==> config.mk <==
export PLATFORM = sky130hd
export DESIGN_NAME = eth_frame_scheduler
export DESIGN_NICKNAME = d
export VERILOG_FILES = /design/src/rtl/eth_frame_scheduler.sv
export SDC_FILE = /design/constraint.sdc
export NUM_CORES = 1
export LEC_CHECK = 0
export CAP_MARGIN = 20
export CORE_AREA = 2 2 204 206
export DETAILED_ROUTE_END_ITERATION = 7
export DIE_AREA = 0 0 206 208
export PLACE_DENSITY = 0.57
export SYNTH_ARGS = -nofsm -noshare
export SYNTH_HDL_FRONTEND = slang
export SYNTH_SLANG_ARGS = --single-unit
==> constraint.sdc <==
create_clock -name ACLK -period 4.6 [get_ports ACLK]
set_input_delay 0.69 -clock ACLK [delete_from_list [all_inputs] [get_ports ACLK]]
set_output_delay 0.69 -clock ACLK [all_outputs]
set_load 0.02 [all_outputs]
==> src/rtl/eth_frame_scheduler.sv <==
// Round-robin scheduler sharing one single-beat Ethernet framer among NUM_SRC payload sources.
// One beat per frame; the next grant waits for framer tlast (or timeout) plus MIN_GAP idle cycles.

module eth_frame_scheduler_lane #(
    parameter int DATA_WIDTH = 64
) (
    input  logic                  sel_i,
    input  logic [DATA_WIDTH-1:0] data_i,
    input  logic [15:0]           sync_i,
    input  logic [15:0]           ltype_i,
    output logic [DATA_WIDTH-1:0] data_o,
    output logic [15:0]           sync_o,
    output logic [15:0]           ltype_o
);
    // Unselected lanes drive zero so the top can OR-merge them into a one-hot mux.
    assign data_o  = sel_i ? data_i  : '0;
    assign sync_o  = sel_i ? sync_i  : '0;
    assign ltype_o = sel_i ? ltype_i : '0;
endmodule

module eth_frame_scheduler #(
    parameter int NUM_SRC    = 4,
    parameter int DATA_WIDTH = 64,
    parameter int MIN_GAP    = 2,
    parameter int TIMEOUT    = 1024
) (
    input  logic                             ACLK,
    input  logic                             ARESETN,
    input  logic [NUM_SRC*DATA_WIDTH-1:0]    S_AXIS_tdata,
    input  logic [NUM_SRC-1:0]               S_AXIS_tvalid,
    output logic [NUM_SRC-1:0]               S_AXIS_tready,
    input  logic [NUM_SRC*16-1:0]            Src_SyncWord,
    input  logic [NUM_SRC*16-1:0]            Src_Link_Type,
    output logic [DATA_WIDTH-1:0]            M_AXIS_tdata,
    output logic                             M_AXIS_tvalid,
    input  logic                             M_AXIS_tready,
    output logic [15:0]                      Cur_SyncWord,
    output logic [15:0]                      Cur_Link_Type,
    input  logic                             Mon_tvalid,
    input  logic                             Mon_tready,
    input  logic                             Mon_tlast,
    output logic [$clog2(NUM_SRC)-1:0]       Grant_Id,
    output logic                             Busy,
    output logic                             Timeout_Err,
    output logic [31:0]                      Frame_Count
);
    localparam int IDW = $clog2(NUM_SRC);
    localparam int TW  = (TIMEOUT > 1) ? $clog2(TIMEOUT) : 1;
    localparam int GW  = (MIN_GAP > 1) ? $clog2(MIN_GAP) : 1;
    localparam logic [TW-1:0] TO_LAST  = TW'(TIMEOUT - 1);
    localparam logic [GW-1:0] GAP_LAST = GW'((MIN_GAP > 0) ? MIN_GAP - 1 : 0);

    typedef enum logic [1:0] {IDLE, SEND, WAIT_DONE, GAP} state_e;

    typedef struct packed {
        logic [DATA_WIDTH-1:0] data;
        logic [15:0]           sync;
        logic [15:0]           ltype;
        logic [IDW-1:0]        id;
    } frame_ctx_t;

    state_e                            state_q, state_d;
    frame_ctx_t                        ctx_q, ctx_d;
    logic                              mvalid_q, mvalid_d;
    logic [IDW-1:0]                    rr_last_q, rr_last_d;
    logic [TW-1:0]                     to_cnt_q, to_cnt_d;
    logic [GW-1:0]                     gap_cnt_q, gap_cnt_d;
    logic                              to_err_q, to_err_d;
    logic [31:0]                       fcnt_q, fcnt_d;

    logic [NUM_SRC-1:0][DATA_WIDTH-1:0] src_data, lane_data;
    logic [NUM_SRC-1:0][15:0]           src_sync, src_ltype, lane_sync, lane_ltype;
    logic [DATA_WIDTH-1:0]              sel_data;
    logic [15:0]                        sel_sync, sel_ltype;
    logic [IDW-1:0]                     cand, win_id;
    logic                               win_found, accept, mon_last, frame_end;
    logic [NUM_SRC-1:0]                 grant_oh;

    assign src_data  = S_AXIS_tdata;
    assign src_sync  = Src_SyncWord;
    assign src_ltype = Src_Link_Type;

    // Search starts just past the last winner and wraps.
    always_comb begin
        win_found = 1'b0;
        win_id    = '0;
        cand      = '0;
        for (int k = 1; k <= NUM_SRC; k++) begin
            cand = IDW'((int'(rr_last_q) + k) % NUM_SRC);
            if (!win_found && S_AXIS_tvalid[cand]) begin
                win_found = 1'b1;
                win_id    = cand;
            end
        end
    end

    assign accept = ARESETN && (state_q == IDLE) && win_found;

    always_comb begin
        grant_oh = '0;
        if (accept) grant_oh[win_id] = 1'b1;
    end

    assign S_AXIS_tready = grant_oh;

    for (genvar g = 0; g < NUM_SRC; g++) begin : g_lane
        eth_frame_scheduler_lane #(.DATA_WIDTH(DATA_WIDTH)) u_lane (
            .sel_i   (grant_oh[g]),
            .data_i  (src_data[g]),
            .sync_i  (src_sync[g]),
            .ltype_i (src_ltype[g]),
            .data_o  (lane_data[g]),
            .sync_o  (lane_sync[g]),
            .ltype_o (lane_ltype[g])
        );
    end

    always_comb begin
        sel_data  = '0;
        sel_sync  = '0;
        sel_ltype = '0;
        for (int g = 0; g < NUM_SRC; g++) begin
            sel_data  = sel_data  | lane_data[g];
            sel_sync  = sel_sync  | lane_sync[g];
            sel_ltype = sel_ltype | lane_ltype[g];
        end
    end

    assign mon_last = Mon_tvalid && Mon_tready && Mon_tlast;

    always_comb begin
        state_d   = state_q;
        ctx_d     = ctx_q;
        mvalid_d  = mvalid_q;
        rr_last_d = rr_last_q;
        to_cnt_d  = to_cnt_q;
        gap_cnt_d = gap_cnt_q;
        to_err_d  = to_err_q;
        fcnt_d    = fcnt_q;
        frame_end = 1'b0;
        case (state_q)
            IDLE: begin
                if (accept) begin
                    ctx_d     = '{data: sel_data, sync: sel_sync, ltype: sel_ltype, id: win_id};
                    rr_last_d = win_id;
                    mvalid_d  = 1'b1;
                    state_d   = SEND;
                end
            end
            SEND: begin
                if (M_AXIS_tready) begin
                    mvalid_d = 1'b0;
                    to_cnt_d = '0;
                    state_d  = WAIT_DONE;
                end
            end
            WAIT_DONE: begin
                to_cnt_d = to_cnt_q + 1'b1;
                // Completion has priority over a coincident timeout.
                if (mon_last) begin
                    fcnt_d    = fcnt_q + 32'd1;
                    frame_end = 1'b1;
                end else if (to_cnt_q == TO_LAST) begin
                    to_err_d  = 1'b1;
                    frame_end = 1'b1;
                end
            end
            GAP: begin
                if (gap_cnt_q == '0) state_d = IDLE;
                else                 gap_cnt_d = gap_cnt_q - 1'b1;
            end
            default: state_d = IDLE;
        endcase
        if (frame_end) begin
            state_d   = (MIN_GAP == 0) ? IDLE : GAP;
            gap_cnt_d = GAP_LAST;
        end
    end

    always_ff @(posedge ACLK) begin
        if (!ARESETN) begin
            state_q   <= IDLE;
            ctx_q     <= '0;
            mvalid_q  <= 1'b0;
            rr_last_q <= IDW'(NUM_SRC - 1);
            to_cnt_q  <= '0;
            gap_cnt_q <= '0;
            to_err_q  <= 1'b0;
            fcnt_q    <= '0;
        end else begin
            state_q   <= state_d;
            ctx_q     <= ctx_d;
            mvalid_q  <= mvalid_d;
            rr_last_q <= rr_last_d;
            to_cnt_q  <= to_cnt_d;
            gap_cnt_q <= gap_cnt_d;
            to_err_q  <= to_err_d;
            fcnt_q    <= fcnt_d;
        end
    end

    assign M_AXIS_tdata  = ctx_q.data;
    assign M_AXIS_tvalid = mvalid_q;
    assign Cur_SyncWord  = ctx_q.sync;
    assign Cur_Link_Type = ctx_q.ltype;
    assign Grant_Id      = ctx_q.id;
    assign Busy          = (state_q != IDLE);
    assign Timeout_Err   = to_err_q;
    assign Frame_Count   = fcnt_q;

endmodule

==> impl.org, run 1 <==
** Place
- Once placement finished, the instance area stood at 0.0134 sq mm.
- Routability-driven placement finished with a final weighted congestion of 0.864.
- Post-DP HPWL :: 28,400 microns
- Worst setup slack before clock tree synthesis :: 0.883 ns
- Port-buffer cells :: 530

** Drt
- Summing over every cut layer, the via total after detailed routing is 8,443.
- In the routed layout, each cell is associated on average with a via count of 4.70.
- Final Routed Wirelength :: 37,900 microns
- Number of design rule violations left after detail routing :: 0
- In the final routed layout, each cell accounts on average for 21.1 microns.
- The detail route stage leaves a number of antenna-violating nets equal to 0.
- In this run, the number of DRC markers left after iteration 0 of detailed routing was 442.
- Length of the first detailed-routing pass in iterations :: 4

** Global routing
- The first global-routing pass estimated 54,200 microns of wire.
- Initial antenna violation count :: 6
- Largest net degree at the start of global routing :: 92
- Vias in the first global route :: 8,375
- After global routing the overflow that remains totals 0.
- Overall track demand over capacity in global routing :: 16.8%

** Final layout
- Utilization of the core after routing :: 34.5%
- Fraction of final layout cells sized beyond drive strength 1 :: 11.5%
- Fillers :: 4,123
- Area growth syn-to-layout :: 84.7%
- Post-route cell area :: 0.0140 sq mm
- Nets :: 1,643

** Power and ir drop
- In this run the power density over the cells is 326 mW/mm^2.
- Net Sw Frac :: 30.8%
- For this design the total switching power over the nets is 0.00140 W.
- Internal power component :: 0.00316 W
- Sequential cells burn 33.6% of the power.
- Per report_power, the combinational group accounts for 32.5% of the total.
- Summed over all cells, the static leakage comes to 5.03 nW.
- The clock network burns 33.9% of the power.
- Power comes to 0.00456 W.
- Max VDD drop :: 0.000199 V

** Logic synthesis
- The synthesized design contains 147 register bits.
- Unique masters post-synth :: 53
- In this run, synthesis inferred 0 flip-flops with an integrated enable.
- Post-Synthesis Cells :: 757
- During synthesis, Yosys emitted a total of 0 warnings.
- After synthesis, the share of flip-flops with an asynchronous set or reset is 0%.
- Syn Nets :: 1,153
- Post-Syn Area per Cell :: 10.0 sq um
- The synthesized netlist occupies a cell area of 0.00758 sq mm.
- Predominant post-synthesis flop cell :: sky130_fd_sc_hd__dfxtp_1
- Register area share after synthesis :: 38.8%

** CTS
- In this run the deepest clock path goes through 2 buffers.
- The number of clock buffers added by TritonCTS is 17.
- H-tree level count :: 4
- Hold buffers post-CTS :: 0
- Post-CTS Setup Inserts :: 0
- At the later pin of the worst-skew pair, clock insertion delay measures 0.44 ns.
- Post-CTS repair changed the size of 0 cells.
- Clock tree synthesis selected as its root buffer the cell sky130_fd_sc_hd__clkbuf_16.
- Clock tree from TritonCTS :: yes
- Clock-pin slew was measured on the worst setup and hold paths at 0.07 ns.
- For this design, the sink count on the clock tree is 147.

** Worst setup path
- Maximum fanout along the worst path :: 7
- Arrival time of data at the critical path endpoint :: 3.03 ns
- Worst Path Required :: 3.91 ns
- Worst flop-to-flop path startpoint :: rr_last_q[1]
- Counting both buffers and inverters, the worst setup path holds a total of 2.
- Traced cell by cell, the critical path runs through clkdlybuf4s50_1 > nand2_1 > o21ai_1 > nor2_2 > nor4_2 > clkdlybuf4s50_1.
- Endpoint of the worst-slack reg-to-reg timing path :: M_AXIS_tdata[9]
- Critical Setup Path Class :: primary input to primary output
- CP max stage cell :: sky130_fd_sc_hd__clkdlybuf4s50_1
- Flop-to-flop setup slack :: 1.77 ns
- Cell type group with the largest total delay on the critical path :: buffers and inverters
- Top cell by count, worst path :: sky130_fd_sc_hd__clkdlybuf4s50_1
- STA classifies the critical path endpoint as a primary output.
- The largest single stage delay on the critical path is 0.71 ns.
- The number of cells on the worst reg-to-reg path is 7.
- STA classifies the critical path startpoint as a primary input.

** Die
- After floorplanning, the core was sized to cover 0.0406 sq mm.
- Cell row count :: 74
- Die outline height :: 208 microns
- Number of I/O pins :: 531
- Die area :: 0.0428 sq mm
- Die Width :: 206 microns
- Once the floorplan was initialized, standard cells occupied 18.7% of the core.

** STA
- The worst path meets setup with 0.885 ns of slack.
- Tmin final :: 3.72 ns
- Setup repair after global routing left no endpoint under its margin.
- Number of max-slew violations in the final report :: 0
- Achievable Freq :: 269 MHz
- Final setup fails :: 0
- Number of hold violations in the final report :: 0
- At the pin with the least slew margin, the transition time is 0.909 ns.
- Final period util :: 80.8%
- Measured against its own limit, the worst slew margin works out to 39.3%.
- Summed over all failing endpoints, the final setup total negative slack is 0 ns.
- Final clock skew :: 0.0110 ns

** Run status
- The run finished with clean final reports.

** Flow run
- Max capacitance violation total :: 0

** Min path
- Critical hold path startpoint :: M_AXIS_tvalid
- The path with the worst hold slack has its endpoint at M_AXIS_tvalid.
- Hold/Removal Path Class :: register to register
- WHS Path Cells :: 2
## cell families (layout without fill, tap and decap cells)
kind of cell               after synthesis  count (layout)  synth area share (%)
xor gates and xnor gates                21              21                  2.43
buffers and inverters                   77             580                  4.92
and+or+nand+nor                        158             158                  10.7
adders and majority gates                2               2                 0.330
muxes                                   97              97                  14.3
DFF                                    147             147                  38.8
other                                    0               6                     0
AOI/OAI and AO/OA                      255             255                  28.5
## layout by cell type (no fill, tap or decap), types with 6 or more instances in the layout
master and count:
sky130_fd_sc_hd__a21oi_1 19, sky130_fd_sc_hd__a221o_1 91, sky130_fd_sc_hd__a22o_1 91, sky130_fd_sc_hd__a22oi_1 6, sky130_fd_sc_hd__and2_1 9, sky130_fd_sc_hd__and3_1 7, sky130_fd_sc_hd__buf_4 8, sky130_fd_sc_hd__clkbuf_16 17
sky130_fd_sc_hd__clkdlybuf4s50_1 530, sky130_fd_sc_hd__dfxtp_1 147, sky130_fd_sc_hd__diode_2 6, sky130_fd_sc_hd__inv_1 6, sky130_fd_sc_hd__inv_6 6, sky130_fd_sc_hd__mux2_2 90, sky130_fd_sc_hd__mux2i_1 6, sky130_fd_sc_hd__nand2_1 28
sky130_fd_sc_hd__nand2b_1 6, sky130_fd_sc_hd__nand3_1 18, sky130_fd_sc_hd__nand4_1 11, sky130_fd_sc_hd__nor2_1 43, sky130_fd_sc_hd__nor3_1 7, sky130_fd_sc_hd__o211ai_1 7, sky130_fd_sc_hd__o21ai_0 20, sky130_fd_sc_hd__or3_1 10
sky130_fd_sc_hd__xnor2_1 7, sky130_fd_sc_hd__xor2_1 14
## cells in the mapped netlist, types with 4 or more instances
cell type | instances | area share, %
sky130_fd_sc_hd__and2_1 | 9 | 0.74
sky130_fd_sc_hd__or3_1 | 10 | 0.83
sky130_fd_sc_hd__xnor2_1 | 7 | 0.81
sky130_fd_sc_hd__a221o_1 | 91 | 12
sky130_fd_sc_hd__inv_1 | 6 | 0.30
sky130_fd_sc_hd__nor2_1 | 45 | 2.2
sky130_fd_sc_hd__buf_6 | 4 | 0.59
sky130_fd_sc_hd__xor2_1 | 14 | 1.6
sky130_fd_sc_hd__nand2b_1 | 6 | 0.50
sky130_fd_sc_hd__and3_1 | 8 | 0.66
sky130_fd_sc_hd__buf_2 | 31 | 2.0
sky130_fd_sc_hd__nand4_1 | 11 | 0.91
sky130_fd_sc_hd__o211ai_1 | 7 | 0.69
sky130_fd_sc_hd__mux2_2 | 90 | 13
sky130_fd_sc_hd__mux2i_1 | 6 | 0.79
sky130_fd_sc_hd__a21oi_1 | 19 | 1.3
sky130_fd_sc_hd__dfxtp_1 | 147 | 39
sky130_fd_sc_hd__a22oi_1 | 6 | 0.59
sky130_fd_sc_hd__nor3_1 | 7 | 0.46
sky130_fd_sc_hd__o21ai_0 | 20 | 1.3
sky130_fd_sc_hd__nand3_1 | 18 | 1.2
sky130_fd_sc_hd__buf_4 | 4 | 0.40
sky130_fd_sc_hd__nand2_1 | 28 | 1.4
sky130_fd_sc_hd__clkbuf_1 | 29 | 1.4
sky130_fd_sc_hd__a22o_1 | 91 | 11
## metrics by stage
step | instances | hold slack, ns
2_1_floorplan | 757 | 0.440
5_1_grt | 1798 | 0.498
6_report | 1798 | 0.476
4_1_cts | 1792 | 0.480
3_5_place_dp | 1760 | 0.465
3_3_place_gp | 1760 | 0.458
## power groups by stage
stage | Clock [W] | Combinational (W) | Sequential, W
finish | 0.00155 | 0.00148 | 0.00153
detailed placement | 0 | 0.00149 | 0.00156
CTS | 0.00159 | 0.00149 | 0.00153
floorplan | 0 | 0.000508 | 0.00171
global route | 0.00164 | 0.00156 | 0.00155
global placement | 0 | 0.00148 | 0.00156
## metal layers
metal	global-route usage (%)	wire, microns	vias up
met5	0	0	-
met4	6.31	991	0
met3	5.36	3390	40
met2	28.4	18500	353
met1	19.7	15000	4081
li1	-	-	3969
## state kept, by name (all words and copies together), names as in the netlist
signal / flops
Frame_Count: 32
rr_last_q: 2
Timeout_Err: 1
Grant_Id: 2
M_AXIS_tdata: 64
M_AXIS_tvalid: 1
state_q: 2
gap_cnt_q: 1
Cur_SyncWord: 16
Cur_Link_Type: 16
to_cnt_q: 10
## final cells by class
type | count | area (sq um) | area share (%)
multi-input combinational | 533 | 4300 | 30.7
sequential | 147 | 2940 | 21.0
antenna | 6 | 15.0 | 0.107
clock inverter | 14 | 188 | 1.34
tap | 532 | 666 | 4.75
clock buffer | 18 | 439 | 3.14
timing repair buffer | 541 | 5430 | 38.7
inverter | 7 | 26.3 | 0.188
## worst max-delay path by stage
stage,slack [ns],cells past startpoint,to,start
global route,0.74,6,S_AXIS_tready[0],S_AXIS_tvalid[0]
floorplan,1.99,7,S_AXIS_tready[3],ARESETN
finish,0.88,6,S_AXIS_tready[0],S_AXIS_tvalid[0]
detailed placement,0.88,6,S_AXIS_tready[0],S_AXIS_tvalid[0]
global placement,0.87,6,S_AXIS_tready[0],S_AXIS_tvalid[0]
CTS,0.87,6,S_AXIS_tready[0],S_AXIS_tvalid[0]
## worst register-to-register path, delay by kind of cell, from the launching register on
family | cells | cell delay (ns)
muxes | 2 | 0.59
buffers and inverters | 2 | 0.98
AOI/OAI and AO/OA | 3 | 0.62
DFF | 1 | 0.50
(Power assumes the default switching activity.)
==> run 2: changes to the inputs <==
==> constraint.sdc (replaced) <==
create_clock -name ACLK -period 3.49 [get_ports ACLK]
set_input_delay 0.5235 -clock ACLK [delete_from_list [all_inputs] [get_ports ACLK]]
set_output_delay 0.5235 -clock ACLK [all_outputs]
set_load 0.02 [all_outputs]
==> run 2 against run 1 <==
Combinational power up 33%; die area unchanged; routed wire length down 0.79%; flip-flop and latch count unchanged; largest cell class unchanged; power up 30%; clock skew up 0.0010 ns; clock power up 25%; critical endpoint unchanged; final cell count up 0.39%; cell area up 0.21%; critical path type unchanged; critical path depth unchanged; global-route usage down 0.23 points.
==> impl.org, run 2 (synthesized netlist as in run 1, its figures left out) <==
** Run status
- Result of the run :: finished, final reports clean

** Worst setup path
- The critical path data required time came to 2.97 ns (-0.94 ns).
- Maximum fanout along the worst path :: 5 (-2)
- Flop-to-flop setup slack :: 0.97 ns (-0.80 ns)
- R2R depth :: 7 (unchanged)
- The startpoint identified for the worst register-to-register timing path is rr_last_q[1].
- Nature of the critical path endpoint :: primary output
- The worst setup path is of the primary input to primary output kind.
- Startpoint types :: primary input
- The critical path arrival was 2.71 ns (-0.32 ns).
- Endpoint of the worst-slack reg-to-reg timing path :: M_AXIS_tdata[3]

** Place
- Post-DP HPWL :: 28,000 microns (-1.3%)
- The global placement routability congestion came to 0.864 (about the same).
- Worst setup slack before clock tree synthesis :: 0.266 ns (-0.616 ns)
- Port-buffer cells :: 530 (unchanged)
- The total instance count after detailed placement was 1,764 (+0.23%).

** STA
- The post-route worst setup slack came to 0.257 ns (-0.628 ns).
- The transition time at the pin with the least slew margin came to 0.678 ns (-0.231 ns).
- The headroom to the max-slew limit is 54.8% (+16 points).
- Setup TNS after final layout :: 0 ns (unchanged)
- Final period util :: 92.6%
- Number of max-slew violations in the final report :: 0 (unchanged)
- Tmin final :: 3.23 ns
- Derived from the worst setup path, the maximum achievable clock frequency is 309 MHz.
- Setup repair after global routing left no endpoint under its margin.
- Number of hold violations in the final report :: 0 (unchanged)
- The count of final setup violators was 0 (unchanged).
- The post-route clock skew came to 0.0120 ns (+0.00103 ns).

** Global routing
- Vias in the first global route :: 8,353 (-0.26%)
- Met3 Resource Use GR :: 5.14% (-0.22 points)
- Global-route wire length before repair :: 53,200 microns (-1.8%)
- The met1 usage came to 18.9% (-0.74 points).
- Busiest layer in global routing :: met2
- GR met2 Demand/Resource :: 27.8% (-0.65 points)
- The global router's overall resource usage was 16.6% (-0.23 points).
- Largest net degree at the start of global routing :: 97 (+5.4%)
- Final global-route overflow total :: 0 (unchanged)
- Initial antenna violation count :: 10 (+4)

** CTS
- TritonCTS built the clock tree.
- The cell sitting at the root of the clock tree is a sky130_fd_sc_hd__clkbuf_16.
- The maximum buffer depth of the clock tree was 2 (unchanged).
- Num CTS Buffers :: 17 (unchanged)
- CTS clock-pin slew for the worst setup and hold paths :: 0.07 ns (about the same)
- The clock latency reported for the late side of the worst-skew pair came to 0.45 ns (about the same).
- Hold buffers post-CTS :: 0 (unchanged)
- The number of setup buffers added after CTS was 0 (unchanged).
- The clock sink total came to 147 (unchanged).
- Resized cells post-CTS :: 0 (unchanged)
- H-tree level count :: 4 (unchanged)

** Die
- Initial Utilization :: 18.7% (unchanged)
- The die span in y is 208 microns (unchanged).
- The number of placement rows was 74 (unchanged).
- Number of I/O pins :: 531 (unchanged)
- Die Width :: 206 microns (unchanged)
- The core outline area came to 0.0406 sq mm (unchanged).
- Die area :: 0.0428 sq mm (unchanged)

** Power and ir drop
- Post-layout power :: 0.00591 W (+30%)
- Leakage power total :: 5.04 nW (about the same)
- Power per Cell Area :: 421 mW/mm^2 (+29%)
- The worst-case vdd ir drop came to 0.000242 V (+22%).

** Drt
- Number of design rule violations left after detail routing :: 0 (unchanged)
- The total via count in the routed design was 8,397 (-0.54%).
- The number of DRC markers in iteration 0 is 527 (+19%).
- Routed Antenna Nets :: 0 (unchanged)
- Vias/cell :: 4.65 (-0.93%)
- The number of iterations in the first detailed-routing pass was 5 (+1).
- The detail-routed net length per standard cell is 20.8 microns (-1.2%).
- The total routed wirelength is 37,600 microns (-0.79%).

** Min path
- WHS Path Cells :: 1 (-1)
- The path class of the tightest hold or removal check is register to register.
- The worst hold path begins at to_cnt_q[8].
- For hold timing, the worst endpoint is to_cnt_q[8].

** Final layout
- Flip-flop count of the largest register, all copies and words added :: 64 (unchanged)
- The final cell count without fillers is 1,805 (+0.39%).
- Fraction of final layout cells sized beyond drive strength 1 :: 11.8% (+0.28 points)
- The library cells used most frequently in the layout, excluding fill and tap cells, are 530 x sky130_fd_sc_hd__clkdlybuf4s50_1, 147 x sky130_fd_sc_hd__dfxtp_1, 91 x sky130_fd_sc_hd__a22o_1, 91 x sky130_fd_sc_hd__a221o_1, 90 x sky130_fd_sc_hd__mux2_2.
- Leaving out fill and tap cells, the most frequent cell in the layout is sky130_fd_sc_hd__clkdlybuf4s50_1.
- Area growth syn-to-layout :: 85.1%
- Nets :: 1,647 (+0.24%)
- The filler cell count in the final layout came to 4,125 (+0.049%).

** Flow run
- Max capacitance violation total :: 0 (unchanged)
-- run 2: cell count changes in the layout (fill, tap and decap cells not counted), moves of 2 or more --
cell	change
sky130_fd_sc_hd__inv_8	+2
sky130_fd_sc_hd__inv_6	-2
sky130_fd_sc_hd__clkinvlp_4	+2
sky130_fd_sc_hd__buf_4	+2
sky130_fd_sc_hd__diode_2	+3
sky130_fd_sc_hd__bufinv_16	-2
sky130_fd_sc_hd__buf_12	+2
-- run 2: metal layers --
| layer | up-vias | wire (microns) |
|---|---|---|
| li1 | 3974 | - |
| met4 | 2 | 1110 |
| met2 | 335 | 18600 |
| met1 | 4039 | 14700 |
| met5 | - | 13 |
| met3 | 47 | 3140 |
-- run 2: final cells by class --
cell class	instances	area (sq um)	share of cell area, %
clock inverters	15	168	1.19
inverters	7	26.3	0.187
clock buffers	17	425	3.03
diodes	9	22.5	0.160
multi-input cells	533	4300	30.7
repair buffers	545	5480	39.1
flip-flops and latches	147	2940	21.0
well taps	532	666	4.74
-- run 2: through the flow --
stage | hold slack, ns | utilization [%] | cell area (sq um)
final | 0.476 | 34.6 | 14000
after global routing | 0.501 | 34.6 | 14000
after CTS | 0.476 | 34.5 | 14000
after detailed placement | 0.471 | 33.1 | 13400
after global placement | 0.454 | 33.1 | 13400
after floorplan | 0.440 | - | 7580
-- run 2: worst max-delay path: stages --
cell and delay, ns:
sky130_fd_sc_hd__clkdlybuf4s50_1 0.57, sky130_fd_sc_hd__nand2b_1 0.16, sky130_fd_sc_hd__a21boi_1 0.26, sky130_fd_sc_hd__o21ai_4 0.11, sky130_fd_sc_hd__nor4_2 0.40, sky130_fd_sc_hd__clkdlybuf4s50_1 0.68
-- run 2: worst max-delay path by stage --
stage | from | to | slack, ns
floorplan | ARESETN | S_AXIS_tready[3] | 1.22
global placement | S_AXIS_tvalid[0] | S_AXIS_tready[0] | 0.31
detailed placement | S_AXIS_tvalid[2] | S_AXIS_tready[0] | 0.27
CTS | S_AXIS_tvalid[2] | S_AXIS_tready[0] | 0.26
global route | S_AXIS_tvalid[0] | S_AXIS_tready[0] | 0.11
finish | S_AXIS_tvalid[2] | S_AXIS_tready[0] | 0.26
-- run 2: power breakdown --
group | total (W) | switching [W] | internal, W
clock | 0.00193 | 0.000911 | 0.00102
combinational | 0.00197 | 0.000849 | 0.00112
sequential | 0.00202 | 0.000132 | 0.00188
total | 0.00591 | 0.00189 | 0.00402
